==> src/rtl/uart_alu_cmd_ctrl.sv <==
// -----------------------------------------------------------------------------
// uart_alu_cmd_ctrl
//   Command controller that sits between uart_rx/uart_tx and the combinational
//   ALU. It decodes command bytes and assembles the N-bit operands A/B and the
//   opcode. On a result request it returns the ALU result over TX, LSB byte
//   first. If any operand or the opcode has not been loaded yet, it returns a
//   single NAK byte instead.
//
// Ports
//   clk           in   1     system clock, rising edge
//   rst           in   1     asynchronous reset, active low
//   i_data_rx     in   8     received byte, valid with i_rx_valid
//   i_rx_valid    in   1     one-cycle pulse, new byte on i_data_rx
//   i_tx_done     in   1     one-cycle pulse, uart_tx finished its byte
//   i_alu_result  in   N     ALU result for the current o_A/o_B/o_op
//   o_A           out  N     committed operand A
//   o_B           out  N     committed operand B
//   o_op          out  OP_W  committed opcode
//   o_tx_data     out  8     byte for uart_tx, held until i_tx_done
//   o_tx_start    out  1     one-cycle pulse, start sending o_tx_data
//   o_err         out  1     one-cycle pulse, unknown command or timeout
// -----------------------------------------------------------------------------
module uart_alu_cmd_ctrl #(
  parameter int         N       = 16,
  parameter int         OP_W    = 6,
  parameter logic [7:0] CMD_A   = 8'h01,
  parameter logic [7:0] CMD_B   = 8'h02,
  parameter logic [7:0] CMD_OP  = 8'h03,
  parameter logic [7:0] CMD_R   = 8'h04,
  parameter logic [7:0] NAK     = 8'hEE,
  parameter int         TIMEOUT = 50000
) (
  input  logic            clk,
  input  logic            rst,
  input  logic [7:0]      i_data_rx,
  input  logic            i_rx_valid,
  input  logic            i_tx_done,
  input  logic [N-1:0]    i_alu_result,
  output logic [N-1:0]    o_A,
  output logic [N-1:0]    o_B,
  output logic [OP_W-1:0] o_op,
  output logic [7:0]      o_tx_data,
  output logic            o_tx_start,
  output logic            o_err
);

  localparam int BYTES = N / 8;
  localparam int CNT_W = $clog2(BYTES + 1);
  localparam int TMO_W = $clog2(TIMEOUT);
  localparam logic [CNT_W-1:0] LAST_BYTE = CNT_W'(BYTES - 1);
  localparam logic [TMO_W-1:0] TMO_MAX   = TMO_W'(TIMEOUT - 1);

  typedef enum logic [2:0] {IDLE, LOAD_A, LOAD_B, LOAD_OP, SEND, WAIT_DONE} state_t;

  state_t            state, state_n;
  logic [N-1:0]      shadow, shadow_n, merged;
  logic [N-1:0]      a_n, b_n;
  logic [OP_W-1:0]   op_n;
  logic              fa, fb, fop, fa_n, fb_n, fop_n;
  logic [CNT_W-1:0]  byte_cnt, byte_cnt_n;
  logic [TMO_W-1:0]  tmo, tmo_n;
  logic [N-1:0]      tx_shift, tx_shift_n;
  logic [CNT_W-1:0]  tx_cnt, tx_cnt_n;
  logic [7:0]        tx_data_n;
  logic              tx_start_n, err_n;

  // Next-state and next-output logic. Every register has a "next" value
  // here, so all outputs come straight from flops.
  always_comb begin
    state_n    = state;
    shadow_n   = shadow;
    a_n        = o_A;
    b_n        = o_B;
    op_n       = o_op;
    fa_n       = fa;
    fb_n       = fb;
    fop_n      = fop;
    byte_cnt_n = byte_cnt;
    tmo_n      = tmo;
    tx_shift_n = tx_shift;
    tx_cnt_n   = tx_cnt;
    tx_data_n  = o_tx_data;
    tx_start_n = 1'b0;
    err_n      = 1'b0;

    // The operand being assembled, with the incoming byte placed at byte_cnt.
    // The last byte is merged here directly, so the committed operand is
    // updated on the same edge that captures that byte.
    merged = shadow;
    for (int i = 0; i < BYTES; i++) begin
      if (byte_cnt == CNT_W'(i)) merged[i*8 +: 8] = i_data_rx;
    end

    case (state)
      IDLE: begin
        if (i_rx_valid) begin
          byte_cnt_n = '0;
          tmo_n      = '0;
          case (i_data_rx)
            CMD_A:  state_n = LOAD_A;
            CMD_B:  state_n = LOAD_B;
            CMD_OP: state_n = LOAD_OP;
            CMD_R: begin
              // Snapshot the result so later operand loads cannot corrupt
              // a transfer that is already in progress.
              if (fa && fb && fop) begin
                tx_shift_n = i_alu_result;
                tx_cnt_n   = CNT_W'(BYTES);
              end else begin
                tx_shift_n = N'(NAK);
                tx_cnt_n   = CNT_W'(1);
              end
              state_n = SEND;
            end
            default: err_n = 1'b1;
          endcase
        end
      end

      LOAD_A, LOAD_B, LOAD_OP: begin
        // A received byte takes priority over a timeout in the same cycle.
        if (i_rx_valid) begin
          tmo_n = '0;
          if (state == LOAD_OP) begin
            op_n    = i_data_rx[OP_W-1:0];
            fop_n   = 1'b1;
            state_n = IDLE;
          end else if (byte_cnt == LAST_BYTE) begin
            if (state == LOAD_A) begin
              a_n  = merged;
              fa_n = 1'b1;
            end else begin
              b_n  = merged;
              fb_n = 1'b1;
            end
            state_n = IDLE;
          end else begin
            shadow_n   = merged;
            byte_cnt_n = byte_cnt + CNT_W'(1);
          end
        end else if (tmo == TMO_MAX) begin
          err_n   = 1'b1;
          state_n = IDLE;
        end else begin
          tmo_n = tmo + TMO_W'(1);
        end
      end

      SEND: begin
        tx_data_n  = tx_shift[7:0];
        tx_start_n = 1'b1;
        state_n    = WAIT_DONE;
      end

      WAIT_DONE: begin
        if (i_tx_done) begin
          tx_shift_n = tx_shift >> 8;
          tx_cnt_n   = tx_cnt - CNT_W'(1);
          state_n    = (tx_cnt == CNT_W'(1)) ? IDLE : SEND;
        end
      end

      default: state_n = IDLE;
    endcase
  end

  // State and output registers, cleared asynchronously.
  always_ff @(posedge clk or negedge rst) begin
    if (!rst) begin
      state      <= IDLE;
      shadow     <= '0;
      o_A        <= '0;
      o_B        <= '0;
      o_op       <= '0;
      fa         <= 1'b0;
      fb         <= 1'b0;
      fop        <= 1'b0;
      byte_cnt   <= '0;
      tmo        <= '0;
      tx_shift   <= '0;
      tx_cnt     <= '0;
      o_tx_data  <= '0;
      o_tx_start <= 1'b0;
      o_err      <= 1'b0;
    end else begin
      state      <= state_n;
      shadow     <= shadow_n;
      o_A        <= a_n;
      o_B        <= b_n;
      o_op       <= op_n;
      fa         <= fa_n;
      fb         <= fb_n;
      fop        <= fop_n;
      byte_cnt   <= byte_cnt_n;
      tmo        <= tmo_n;
      tx_shift   <= tx_shift_n;
      tx_cnt     <= tx_cnt_n;
      o_tx_data  <= tx_data_n;
      o_tx_start <= tx_start_n;
      o_err      <= err_n;
    end
  end

endmodule
==> config.mk <==
export PLATFORM = sky130hd
export DESIGN_NAME = uart_alu_cmd_ctrl
export DESIGN_NICKNAME = d
export VERILOG_FILES = /design/src/rtl/uart_alu_cmd_ctrl.sv
export SDC_FILE = /design/constraint.sdc
export NUM_CORES = 1
export LEC_CHECK = 0
export CAP_MARGIN = 0
export CORE_UTILIZATION = 53
export CTS_CLUSTER_SIZE = 28
export DETAILED_ROUTE_END_ITERATION = 12
export PLACE_DENSITY = 0.8
export SLEW_MARGIN = 40
export SYNTH_ARGS = -nofsm -noshare
export SYNTH_HDL_FRONTEND = slang
export SYNTH_SLANG_ARGS = --single-unit
==> constraint.sdc <==
create_clock -name clk -period 2.42 [get_ports clk]
set_input_delay 0.605 -clock clk [delete_from_list [all_inputs] [get_ports clk]]
set_output_delay 0.605 -clock clk [all_outputs]
set_load 0.02 [all_outputs]
Yosys cells after proc, flatten, opt, wreduce, memory -nomap -nowiden
Cells that the tools add are included.
Widths: inputs -> output; s select.
Cells by class
  add/subtract/negate cells: 3
  reductions and logical operators: 16
  bitwise gates (word level): 3
  muxes and demuxes: 36
  equal/unequal tests: 22
Operators with widths (count)
  $mux 16: 7
  $pmux 16 s2: 2
  $pmux 3 s4: 2
  $mux 3: 7
  $reduce_and 5->1: 4
  $add 16x1->16 const B: 1
  $eq 16x16->1 const B: 1
  $eq 8x2->1 const B: 2
  $mux 2: 8
  $mux 8: 2
  $ne 2x2->1 const B: 5
  $eq 8x1->1 const B: 1
  $eq 8x3->1 const B: 1
  $pmux 2 s2: 2
  $reduce_and 4->1: 2
  $eq 3x2->1 const B: 2
  $eq 3x3->1 const B: 2
  $ne 3x3->1 const B: 2
  $reduce_and 3->1: 2
  $mux 1: 5
  $ne 5x1->1 const B: 1
  $eq 2x1->1 const B: 2
  $ne 4x4->1 const B: 1
  $reduce_bool 2->1: 2
  11 further kinds: 14
Storage, ports and cells
  word-level logic and storage cells: 95
  input bits: 28
  bits in registers: 106
  output and inout port bits: 48

Depth between registers and ports, before layout
  word-level depth: 6
  depth in mapped cells: 8
  mapped depth without buffers: 7

Least setup slack after synthesis
Ideal clock, no wire load.
  kind: register to register
  start: register tmo[7]
  end: register state[1]
  slack: 335 ps
  required time: 2292 ps
  data arrival time: 1958 ps
  setup time: 128 ps
  stages on the path, launching flop included: 6
  period minus slack after synthesis: 2085 ps
  cell sequence: dfrtp_1 -> or4_4 -> nor4_4 -> nor2b_2 -> nor3_2 -> mux2_1
On the way
  word-level cells in the longest chain between the ends: 3
RTL lines
  from (decl): line 61  | logic [TMO_W-1:0] tmo, tmo_n;
  from (signal assigned): line 195  | tmo <= tmo_n;
  $eq 16x16->1: line 141  | end else if (tmo == TMO_MAX) begin
  $ne 3x3->1 (no line)
  $reduce_and 5->1 (no line)
  to (signal assigned): line 186  | state <= state_n;
  to (decl): line 55  | state_t state, state_n;
Every way passes these cells.
A chain may end at the register's enable or synchronous reset.

Worst setup path after layout
Same ends and word-level chain as after synthesis.

==> metrics <==
Worst Tran Pin Value between 0.5 and 0.6 ns; main combinational cell family by area after synthesis simple AND/OR/NAND/NOR gates; Pint about 0.0032 W; global-route wire length before repair ~16000 um; DR DRC count 0; sequential share of power between 40% and 50%; PortBufs 75; MaxCap Viol Count 0; setup ws final around 0.29 ns; critical path peak fanout 5; NumNets Final 531; Final Cycle Share ~88%; Hold Crit Class input port to asynchronous set/reset pin; Post-Syn Instances ~420; core area 8300 um^2; final instance area 5790 um^2; hold bufs inserted after CTS 0; Cell Area, Synth about 4600 um^2; most common cell after layout, fill and taps aside dfrtp_1; clk_lat worst skew 0.36 ns; Cell Rows 33; Die H 94.9 um; routed length per placed instance between 15 and 20 um; FMAX 469 MHz; post-synthesis simple-gate area fraction between 10 and 15%; Reg clk slew, reported paths around 0.1 ns; status completed; Comb pwr share a little over a quarter; Main synth FF type dfrtp_1; fraction of the mapped netlist area in adder cells 1.53%; Post-synth ARST share 100%; Placer Congestion slightly above 0.8; commonest cells after routing, fill and taps aside 106 x dfrtp_1, 74 x clkdlybuf4s50_1, 50 x nor2_1, 40 x a21oi_1, 23 x nand2_1; CTS Sinks around 110; DRT iter0 DRCs 141; fin crit period around 2.1 ns; Sw Share a little under a third; GRT overflow 0; final core occ between 60% and 70%; layout cells sized above 1 between 10 and 15%; multiplexer share of the synthesized area 9.60%; TritonCTS buffer count 9; RSZ-0062 raised after global routing no; Final HPWL DP between 6000 and 7000 um; Final Non-Filler Cells slightly above 600; CP Launch Type flip-flop; count of yosys warnings during synthesis 0; dpl cell area 5580 um^2; vias in the first global route 3411; NetSw 0.00140 W; clock buffer depth 2; All-Layer GR Usage between 20% and 30%; Worst Skew around 0.0076 ns; die area about 9000 um^2; Die X approximately 95 um; Layout area overhead 26.4%; Clock Power Share about a quarter; r2r worst-path depth 5; final setup fails 0; Worst R2R Setup Slack ~0.29 ns; Leakage about 2.6 nW; Worst slew margin between 60 and 70%; syn_nets 450; # H-tree levels 3; Initial Util between 50% and 60%; Hold WS roughly 0.18 ns; Post-synth EDFFs 0; syn avg cell area 10.9 um^2; Yosys reg bits ~110; DR vias/cell 5.56; IO Pins 76; worst vdd ir 0.589 mV; CTS root buf clkbuf_8; DP Cell Count about 590; final hold vios 0; crit path DAT between 2 and 2.5 ns; detailed-route via count ~3400; r2r startpoint tmo[7]$_DFFE_PN0P_; Pre-antenna DRT Iters 4; CTS tree yes; Resize count post-CTS 0; RR Endpoint state[1]$_DFFE_PN0P_; post-synthesis sequential area ratio roughly 58%; post-synthesis compound-gate area fraction 11.2%; antenna viol nets, final 0; critical path type flip-flop to flip-flop; Yosys cell types 50; post-synthesis xor/xnor area fraction between 1.5 and 2%; Post-Place Worst Slack -0.000198 ns; Critical Path RT around 2.7 ns; n_diodes 0; pin count of the biggest net entering global routing 70; postcts setup bufs 0; Crit. End Element flip-flop; fin. max-slew vios 0; final WL approximately 10000 um; initial antenna violation count 0; pwr dens approximately 800 nW/um^2
==> final cells by class <==
type,instances,area (um^2)
multi-input combinational,273,1780
clock buffer,10,138
sequential,106,2650
fill,618,2510
inverter,9,33.8
clock inverter,5,63.8
timing repair buffer,100,986
tap,105,131
==> layer usage <==
| metal | track usage (%) | share of wire, % | vias up |
|---|---|---|---|
| met4 | 7.58 | 1.5 | 0 |
| met1 | 30.5 | 45 | 1667 |
| met2 | 40.0 | 49 | 82 |
| met3 | 5.39 | 4.6 | 17 |
| li1 | - | - | 1614 |
| met5 | 0 | 0 | - |
==> worst max-delay path by stage <==
stage                               startpoint                    to  slack [ns]  cells past startpoint
after floorplan             tmo[7]$_DFFE_PN0P_  state[1]$_DFFE_PN0P_        0.33                      5
after global placement              i_rx_valid   o_op[5]$_DFFE_PN0P_        0.05                      5
after detailed placement            i_rx_valid   o_op[2]$_DFFE_PN0P_     -0.0002                      5
after CTS                   tmo[7]$_DFFE_PN0P_  state[1]$_DFFE_PN0P_        0.28                      5
after global routing      state[0]$_DFFE_PN0P_  state[1]$_DFFE_PN0P_        0.16                      5
final                       tmo[7]$_DFFE_PN0P_  state[1]$_DFFE_PN0P_        0.29                      5
==> worst max-delay path, cell delays in order (launching register included) <==
cell     delay (ns)
dfrtp_1        0.44
or4_4          0.55
nor4_4         0.30
nor2b_2        0.08
nor3_2         0.30
mux2_1         0.35
==> state kept, by name, summed over array words and instances, names as in the netlist <==
| signal | count |
|---|---|
| o_A | 16 |
| o_B | 16 |
| shadow | 16 |
| tmo | 16 |
| tx_shift | 16 |
| o_tx_data | 8 |
| o_op | 6 |
| state | 3 |
| byte_cnt | 2 |
| tx_cnt | 2 |
| fa | 1 |
| fb | 1 |
| fop | 1 |
| o_err | 1 |
| o_tx_start | 1 |
==> synthesized netlist by cell type, types with 2 or more instances <==
cell      instances  area share [%]
nor3_2            2            0.44
or2_2             4            0.55
o22ai_1           6            0.82
nor3b_1           2            0.33
maj3_1            2            0.44
a22oi_1           2            0.33
nand2b_1          6            0.82
ha_1              4             1.1
clkbuf_1         26             2.1
a22o_1            8             1.5
inv_1             9            0.74
a21o_1            2            0.33
and2_1            2            0.27
dfrtp_1         106              58
buf_2             2            0.22
nor3_1            8            0.87
or4_1             2            0.33
o22a_1            2            0.38
nand4_1           4            0.55
a21oi_1          40             4.4
or3_1             5            0.68
o21ai_0          15             1.6
nor2b_1           3            0.41
nor2_1           50             4.1
mux2i_1          18             3.9
mux2_2           22             5.4
buf_1             2            0.16
xor2_1            3            0.57
nand3_1           9            0.98
xnor2_1           7             1.3
nand2_1          23             1.9
a211oi_1          3            0.49
nand4b_1          2            0.38
==> power by group through the flow <==
stage / Combinational (W) / Clock, W / Sequential (W)
2_1_floorplan: 0.000380 / 0 / 0.00254
3_3_place_gp: 0.00123 / 0 / 0.00229
3_5_place_dp: 0.00127 / 0 / 0.00231
4_1_cts: 0.00128 / 0.00113 / 0.00228
5_1_grt: 0.00137 / 0.00119 / 0.00233
6_report: 0.00126 / 0.00110 / 0.00228
==> metrics by stage <==
stage | power [W] | TNS (ns)
after global placement | 0.00353 | 0
after global routing | 0.00489 | 0
after CTS | 0.00469 | 0
final | 0.00465 | 0
after detailed placement | 0.00358 | -0.000198
after floorplan | 0.00292 | 0
==> cell families (layout without fill, tap and decap cells) <==
group	Yosys count	in the layout
AO/OA/AOI/OAI	85	85
buffers and inverters	39	124
adder cells (fa/ha/maj)	6	6
XOR/XNOR	10	10
multiplexers	41	41
AND/OR/NAND/NOR	131	131
flip-flops	106	106
Note: power is estimated with default switching activity, not from simulation.
